File: src/rtl/mem_access_ctrl_if.sv
// mem_access_ctrl_if: pipeline request/response and memory bus signals of the access controller
interface mem_access_ctrl_if;
  logic        iReq;
  logic        iWrite;
  logic [2:0]  iFunct3;
  logic [31:0] iAddress;
  logic [31:0] iWriteData;
  logic        oStall;
  logic        oDone;
  logic [31:0] oReadData;
  logic [1:0]  oAlignment;
  logic        oFault;
  logic [1:0]  oFaultCause;
  logic        oBusValid;
  logic        oBusWrite;
  logic [31:0] oBusAddr;
  logic [31:0] oBusWData;
  logic [3:0]  oBusByteEn;
  logic        iBusReady;
  logic        iBusRValid;
  logic [31:0] iBusRData;
  modport master (
    input  iReq, iWrite, iFunct3, iAddress, iWriteData, iBusReady, iBusRValid, iBusRData,
    output oStall, oDone, oReadData, oAlignment, oFault, oFaultCause,
    output oBusValid, oBusWrite, oBusAddr, oBusWData, oBusByteEn
  );
  modport slave (
    output iReq, iWrite, iFunct3, iAddress, iWriteData, iBusReady, iBusRValid, iBusRData,
    input  oStall, oDone, oReadData, oAlignment, oFault, oFaultCause,
    input  oBusValid, oBusWrite, oBusAddr, oBusWData, oBusByteEn
  );
endinterface

File: src/rtl/mem_access_ctrl.sv
// mem_access_ctrl: turns one pipeline load/store into a bus transaction with fault and timeout handling
module mem_access_ctrl #(
  parameter int TIMEOUT = 255
) (
  input logic iCLK,
  input logic iRST,
  mem_access_ctrl_if.master bus
);
  typedef enum logic [1:0] {IDLE, REQ, WAIT_RDATA, DONE} state_t;
  localparam int CW = $clog2(TIMEOUT + 1);
  state_t r_state;
  logic [CW-1:0] r_cnt;
  logic w_illegal, w_misaligned, w_timeout;
  logic [1:0] w_cause;
  logic [3:0] w_be;
  logic [31:0] w_wdata;
  always_comb begin
    w_illegal = bus.iFunct3 == 3'b011 || bus.iFunct3[2:1] == 2'b11 || (bus.iWrite && bus.iFunct3[2]);
    w_misaligned = (bus.iFunct3[1:0] == 2'b01 && bus.iAddress[0]) ||
                   (bus.iFunct3[1:0] == 2'b10 && bus.iAddress[1:0] != 2'b00);
    w_cause = w_illegal ? 2'b11 : w_misaligned ? 2'b01 : 2'b00;
    w_be = (!bus.iWrite || bus.iFunct3[1]) ? 4'hF :
           bus.iFunct3[0] ? 4'b0011 << bus.iAddress[1:0] : 4'b0001 << bus.iAddress[1:0];
    w_wdata = bus.iFunct3[1] ? bus.iWriteData :
              bus.iFunct3[0] ? {2{bus.iWriteData[15:0]}} : {4{bus.iWriteData[7:0]}};
    w_timeout = r_cnt == CW'(TIMEOUT - 1);
  end
  assign bus.oStall = bus.iReq && r_state != DONE;
  always_ff @(posedge iCLK) begin
    if (iRST) begin
      r_state <= IDLE;
      r_cnt <= '0;
      bus.oBusValid <= 1'b0;
      bus.oBusWrite <= 1'b0;
      bus.oBusAddr <= '0;
      bus.oBusWData <= '0;
      bus.oBusByteEn <= '0;
      bus.oDone <= 1'b0;
      bus.oFault <= 1'b0;
      bus.oFaultCause <= '0;
      bus.oReadData <= '0;
      bus.oAlignment <= '0;
    end else begin
      case (r_state)
        IDLE: if (bus.iReq) begin
          bus.oAlignment <= bus.iAddress[1:0];
          bus.oReadData <= '0;
          bus.oFaultCause <= w_cause;
          r_cnt <= '0;
          if (w_cause != 2'b00) begin
            r_state <= DONE;
            bus.oDone <= 1'b1;
            bus.oFault <= 1'b1;
          end else begin
            r_state <= REQ;
            bus.oBusValid <= 1'b1;
            bus.oBusWrite <= bus.iWrite;
            bus.oBusAddr <= {bus.iAddress[31:2], 2'b00};
            bus.oBusWData <= w_wdata;
            bus.oBusByteEn <= w_be;
          end
        end
        REQ: begin
          r_cnt <= r_cnt + 1'b1;
          if (bus.iBusReady) begin
            bus.oBusValid <= 1'b0;
            r_cnt <= '0;
            r_state <= bus.oBusWrite ? DONE : WAIT_RDATA;
            bus.oDone <= bus.oBusWrite;
          end else if (w_timeout) begin
            bus.oBusValid <= 1'b0;
            r_state <= DONE;
            bus.oDone <= 1'b1;
            bus.oFault <= 1'b1;
            bus.oFaultCause <= 2'b10;
          end
        end
        WAIT_RDATA: begin
          r_cnt <= r_cnt + 1'b1;
          if (bus.iBusRValid) begin
            bus.oReadData <= bus.iBusRData;
            r_state <= DONE;
            bus.oDone <= 1'b1;
          end else if (w_timeout) begin
            r_state <= DONE;
            bus.oDone <= 1'b1;
            bus.oFault <= 1'b1;
            bus.oFaultCause <= 2'b10;
          end
        end
        DONE: begin
          r_state <= IDLE;
          bus.oDone <= 1'b0;
          bus.oFault <= 1'b0;
        end
        default: r_state <= IDLE;
      endcase
    end
  end
endmodule
File: src/flat_wrapper.sv
// flat-port wrapper written by rule: the top's interface ports become plain ports
module mem_access_ctrl_flat 
#(
  parameter int TIMEOUT = 255
)
  (iCLK, iRST, bus_iReq, bus_iWrite, bus_iFunct3, bus_iAddress, bus_iWriteData, bus_iBusReady, bus_iBusRValid, bus_iBusRData, bus_oStall, bus_oDone, bus_oReadData, bus_oAlignment, bus_oFault, bus_oFaultCause, bus_oBusValid, bus_oBusWrite, bus_oBusAddr, bus_oBusWData, bus_oBusByteEn);
  mem_access_ctrl_if bus_i ();
  input logic iCLK;
  input logic iRST;
  input wire logic [$bits(bus_i.iReq)-1:0] bus_iReq;
  input wire logic [$bits(bus_i.iWrite)-1:0] bus_iWrite;
  input wire logic [$bits(bus_i.iFunct3)-1:0] bus_iFunct3;
  input wire logic [$bits(bus_i.iAddress)-1:0] bus_iAddress;
  input wire logic [$bits(bus_i.iWriteData)-1:0] bus_iWriteData;
  input wire logic [$bits(bus_i.iBusReady)-1:0] bus_iBusReady;
  input wire logic [$bits(bus_i.iBusRValid)-1:0] bus_iBusRValid;
  input wire logic [$bits(bus_i.iBusRData)-1:0] bus_iBusRData;
  output wire logic [$bits(bus_i.oStall)-1:0] bus_oStall;
  output wire logic [$bits(bus_i.oDone)-1:0] bus_oDone;
  output wire logic [$bits(bus_i.oReadData)-1:0] bus_oReadData;
  output wire logic [$bits(bus_i.oAlignment)-1:0] bus_oAlignment;
  output wire logic [$bits(bus_i.oFault)-1:0] bus_oFault;
  output wire logic [$bits(bus_i.oFaultCause)-1:0] bus_oFaultCause;
  output wire logic [$bits(bus_i.oBusValid)-1:0] bus_oBusValid;
  output wire logic [$bits(bus_i.oBusWrite)-1:0] bus_oBusWrite;
  output wire logic [$bits(bus_i.oBusAddr)-1:0] bus_oBusAddr;
  output wire logic [$bits(bus_i.oBusWData)-1:0] bus_oBusWData;
  output wire logic [$bits(bus_i.oBusByteEn)-1:0] bus_oBusByteEn;
  assign bus_i.iReq = bus_iReq;
  assign bus_i.iWrite = bus_iWrite;
  assign bus_i.iFunct3 = bus_iFunct3;
  assign bus_i.iAddress = bus_iAddress;
  assign bus_i.iWriteData = bus_iWriteData;
  assign bus_i.iBusReady = bus_iBusReady;
  assign bus_i.iBusRValid = bus_iBusRValid;
  assign bus_i.iBusRData = bus_iBusRData;
  assign bus_oStall = bus_i.oStall;
  assign bus_oDone = bus_i.oDone;
  assign bus_oReadData = bus_i.oReadData;
  assign bus_oAlignment = bus_i.oAlignment;
  assign bus_oFault = bus_i.oFault;
  assign bus_oFaultCause = bus_i.oFaultCause;
  assign bus_oBusValid = bus_i.oBusValid;
  assign bus_oBusWrite = bus_i.oBusWrite;
  assign bus_oBusAddr = bus_i.oBusAddr;
  assign bus_oBusWData = bus_i.oBusWData;
  assign bus_oBusByteEn = bus_i.oBusByteEn;
  mem_access_ctrl #(.TIMEOUT(TIMEOUT)) u_core (.iCLK(iCLK), .iRST(iRST), .bus(bus_i));
endmodule
File: config.mk
export PLATFORM = sky130hd
export DESIGN_NAME = mem_access_ctrl_flat
export DESIGN_NICKNAME = d
export VERILOG_FILES = /design/src/rtl/mem_access_ctrl_if.sv /design/src/rtl/mem_access_ctrl.sv /design/src/flat_wrapper.sv
export SDC_FILE = /design/constraint.sdc
export NUM_CORES = 1
export LEC_CHECK = 0
export ABC_AREA = 1
export BUFFER_PORTS_ARGS = -buffer_cell sky130_fd_sc_hd__buf_4
export CAP_MARGIN = 20
export CORE_ASPECT_RATIO = 2
export CORE_MARGIN = 3
export CORE_UTILIZATION = 30
export CTS_CLUSTER_DIAMETER = 80
export DETAILED_ROUTE_END_ITERATION = 12
export PLACE_DENSITY = 0.59
export SYNTH_ARGS = -nofsm -noshare
export SYNTH_HDL_FRONTEND = slang
export SYNTH_SLANG_ARGS = --single-unit
File: constraint.sdc
create_clock -name iCLK -period 1.55 [get_ports iCLK]
set_input_delay 0.2325 -clock iCLK [delete_from_list [all_inputs] [get_ports iCLK]]
set_output_delay 0.2325 -clock iCLK [all_outputs]
set_load 0.03 [all_outputs]
==> summary.md <==
| Metric | Value |
|---|---|
| Vias | `around 5300` |
| Bufs on Longest Clock Path | `2` |
| Crit-path cells | `buf_4 > ha_4 > nor2_4 > buf_6` |
| GR Overflow Total | `0` |
| Core ar. | `16300 µm²` |
| Clock Skews | `~0.0095 ns` |
| Routability cong. | `around 0.80` |
| HPWL Detailed | `~12000 µm` |
| Wirelength per Cell | `roughly 15 µm` |
| Tmin final | `about 1.5 ns` |
| Sequential share of the synthesized area | `between 40% and 50%` |
| Synth top area share | `between 40 and 50%` |
| Largest net degree at the start of global routing | `around 100` |
| Status | `finished clean` |
| RSZ-0062 raised after global routing | `yes` |
| Cell taking the most area after synthesis | `dfxtp_1` |
| Crit start category | `flop` |
| First-pass GRT wire length | `approximately 26000 µm` |
| Skew-Pair Late Insertion Delay | `0.42 ns` |
| Post-DRT Antenna Nets | `0` |
| Root Driver | `clkbuf_16` |
| DIE WIDTH | `about 97 µm` |
| Synthesis warning total | `0` |
| Setup-failing EPs final | `0` |
| Reg clk slew, reported paths | `around 0.060 ns` |
| CP Capture Type | `output pin` |
| WL final | `approximately 17000 µm` |
| Initial antenna violation count | `0` |
| Count of different cell masters after synthesis | `29` |
| Synth async-reset ratio | `0%` |
| Flops & latches, synth | `116` |
| TritonRoute pass-1 iters | `4` |
| H-tree Lvls | `4` |
| Vias in the first global route | `a little over 5000` |
| WP buf/inv | `2` |
| Area Overhead vs Synth | `56.6%` |
| # nets final | `1029` |
| Net Sw Power | `between 4000 and 5000 µW` |
| Seq pwr share | `around 28%` |
| Worst-path fanout max | `4` |
| Drc violations | `0` |
| Top delay family on crit path | `flip-flops` |
| Die footprint | `18200 µm²` |
| Worst hold-check path type | `input pin to flop` |
| Leading register cell type out of synthesis | `dfxtp_1` |
| # hold bufs at CTS | `0` |
| Post-Layout Cell Count | `approximately 1100` |
| Post-synth EDFFs | `0` |
| Pre-CTS setup slack | `-0.0274 ns` |
| Slew Limit Fails | `0` |
| Leak pwr | `around 0.0034 µW` |
| Final Hold Fails | `0` |
| Worst Path Arrival | `about 1.3 ns` |
| CTS tree | `yes` |
| Actual slew at the worst max-slew pin | `between 0.5 and 0.6 ns` |
| Rows | `between 60 and 70` |
| Placed cells | `between 1000 and 1500` |
| Worst IR Drop VDD | `roughly 0.75 mV` |
| Setup ws final | `approximately 0.053 ns` |
| Worst slew margin | `64.5%` |
| Inserted Diodes | `0` |
| Syn avg cell area | `between 7 and 8 µm²` |
| Via/cell ratio | `between 4 and 5` |
| Worst path required time | `about 1.3 ns` |
| Synth area leaders | `dfxtp_1, nand2_1, a21oi_1, nand3_1, inv_1` |
| Power share of the combinational group | `a little under two fifths` |
| Final instance area | `around 8000 µm²` |
| Sink Count | `116` |
| Peak Freq | `~670 MHz` |
| Crit path kind | `flop to output pin` |
| Max Cap Viol | `0` |
| CP peak stage delay | `around 0.33 ns` |
| Clock share of power | `between 30% and 40%` |
| Gr usage total | `approximately 18%` |
| Layout cell share with drive strength beyond 1 | `a little over a third` |
| 1st-iter DRT viols | `roughly 180` |
| Initial core utilization | `30.6%` |
| Die H | `188 µm` |
| Placed Area | `~7000 µm²` |
| Internal power | `between 8000 and 9000 µW` |
| Pwr dens | `between 1500 and 2000 nW/µm²` |
| Post-synthesis instance total | `between 600 and 700` |
| Top post-synthesis cells by count | `nand2_1, dfxtp_1, a21oi_1` |
| Buffers on Ports | `211` |
| Synthesized cell area | `4970 µm²` |
| TritonCTS buffer count | `17` |
| Sw frac | `between 30% and 40%` |
| Total I/O pin count | `about 210` |
| Fin crit share | `96.6%` |
| Most common cell in the netlist | `nand2_1` |
| Crit-path slowest cell | `dfxtp_2` |
==> power groups by stage <==
stage | sequential [µW] | combinational (µW) | clock, µW
detailed placement | 3620 | 4310 | 0
global placement | 3610 | 4300 | 0
floorplan | 4230 | 1880 | 0
finish | 3560 | 4650 | 4430
global route | 3610 | 5040 | 4660
CTS | 3560 | 4460 | 4530
==> path summary, 6_finish.rpt <==
check,start,slack (ns),cells past startpoint,to
worst max-delay path,u_core.r_state[1]$_SDFFE_PP0P_,0.05,4,bus_oStall
worst min-delay path,bus_iAddress[14],0.07,3,u_core.bus.oBusAddr[14]$_SDFFE_PP0P_
worst max register to register,u_core.r_state[1]$_SDFFE_PP0P_,0.08,10,u_core.bus.oBusWData[0]$_SDFFE_PP0P_
worst min register to register,u_core.bus.oReadData[26]$_SDFFE_PP0P_,0.46,2,u_core.bus.oReadData[26]$_SDFFE_PP0P_
==> what timing repair did <==
action | in CTS | in global routing
pin swaps | 1 | 2
hold endpoints to repair | 0 | 0
gates cloned | 1 | 1
buffers inserted | 0 | 1
endpoints found under the setup margin | 56 | 64
gates resized for setup | 13 | 22
==> cells by family (layout without fill, tap and decap cells) <==
family / after synthesis / count (layout) / share of synthesized area, %
flops: 116 / 116 / 46.7
other cells: 1 / 2 / 0.0754
compound gates: 149 / 149 / 15.9
xor+xnor: 1 / 1 / 0.176
fa+ha+maj: 7 / 7 / 1.76
simple gates: 331 / 331 / 27.6
buf+inv: 85 / 324 / 7.78
==> worst register-to-register path, delay by kind of cell, from the launching register on <==
family	cells	cell delay (ns)
buffers and inverters	5	0.50
adder cells (fa/ha/maj)	1	0.17
AO/OA/AOI/OAI	1	0.06
flip-flops	1	0.35
AND/OR/NAND/NOR	3	0.26
==> layout by cell type, fill, tap and decap left out <==
cell type and instances:
a21oi_1 107, nor3_1 1, buf_4 236, ha_1 3, a21oi_2 14, nor2_4 2
a211oi_1 1, clkbuf_8 3, clkinv_4 2, inv_2 5, nor3b_1 1, o211ai_1 1
nand3_4 1, nand2_1 240, nor3_2 1, inv_4 2, ha_2 2, clkinvlp_4 5
conb_1 2, or2_2 1, clkbuf_16 18, clkinv_2 1, bufinv_16 5, buf_16 1
o21ai_0 26, buf_12 8, ha_4 2, nand2_2 15, buf_6 4, nand3_1 46
nor2_2 2, nand3_2 1, inv_1 34, xor2_1 1, nand2_4 1, dfxtp_1 114
nand4_1 2, dfxtp_2 2, nor2_1 17
==> cell type report <==
class | instances | area (µm²)
flip-flops and latches | 116 | 2320
multi-input cells | 490 | 2340
inverters | 42 | 168
clock inverters | 12 | 201
repair buffers | 250 | 2030
clock buffers | 20 | 467
fillers | 1673 | 8480
well taps | 204 | 255
==> metrics by stage <==
| stage | utilization [%] | TNS (ns) | power (µW) | hold slack [ns] |
|---|---|---|---|---|
| final | 47.9 | 0 | 12600 | 0.0697 |
| after global routing | 47.9 | -0.0957 | 13300 | 0.0560 |
| after CTS | 47.3 | 0 | 12600 | 0.0474 |
| after detailed placement | 42.7 | -0.345 | 7930 | 0.456 |
| after global placement | 42.7 | -0.0153 | 7910 | 0.450 |
| after floorplan | - | -0.945 | 6110 | 0.369 |
==> flip-flops by register name, indices dropped and copies added (netlist names) <==
name,flops
u_core.bus.oBusWData,32
u_core.bus.oReadData,32
u_core.bus.oBusAddr,30
u_core.r_cnt,8
u_core.bus.oBusByteEn,4
u_core.bus.oAlignment,2
u_core.bus.oFaultCause,2
u_core.r_state,2
u_core.bus.oBusValid,1
u_core.bus.oBusWrite,1
u_core.bus.oDone,1
u_core.bus.oFault,1
==> metal layers <==
metal	vias up	global-route usage, %	wire length [µm]
met1	2399	17.8	5970
met3	33	4.24	828
li1	2670	-	-
met5	-	0	0
met4	0	9.41	624
met2	160	33.9	9300
Note: power is estimated with default switching activity, not from simulation.
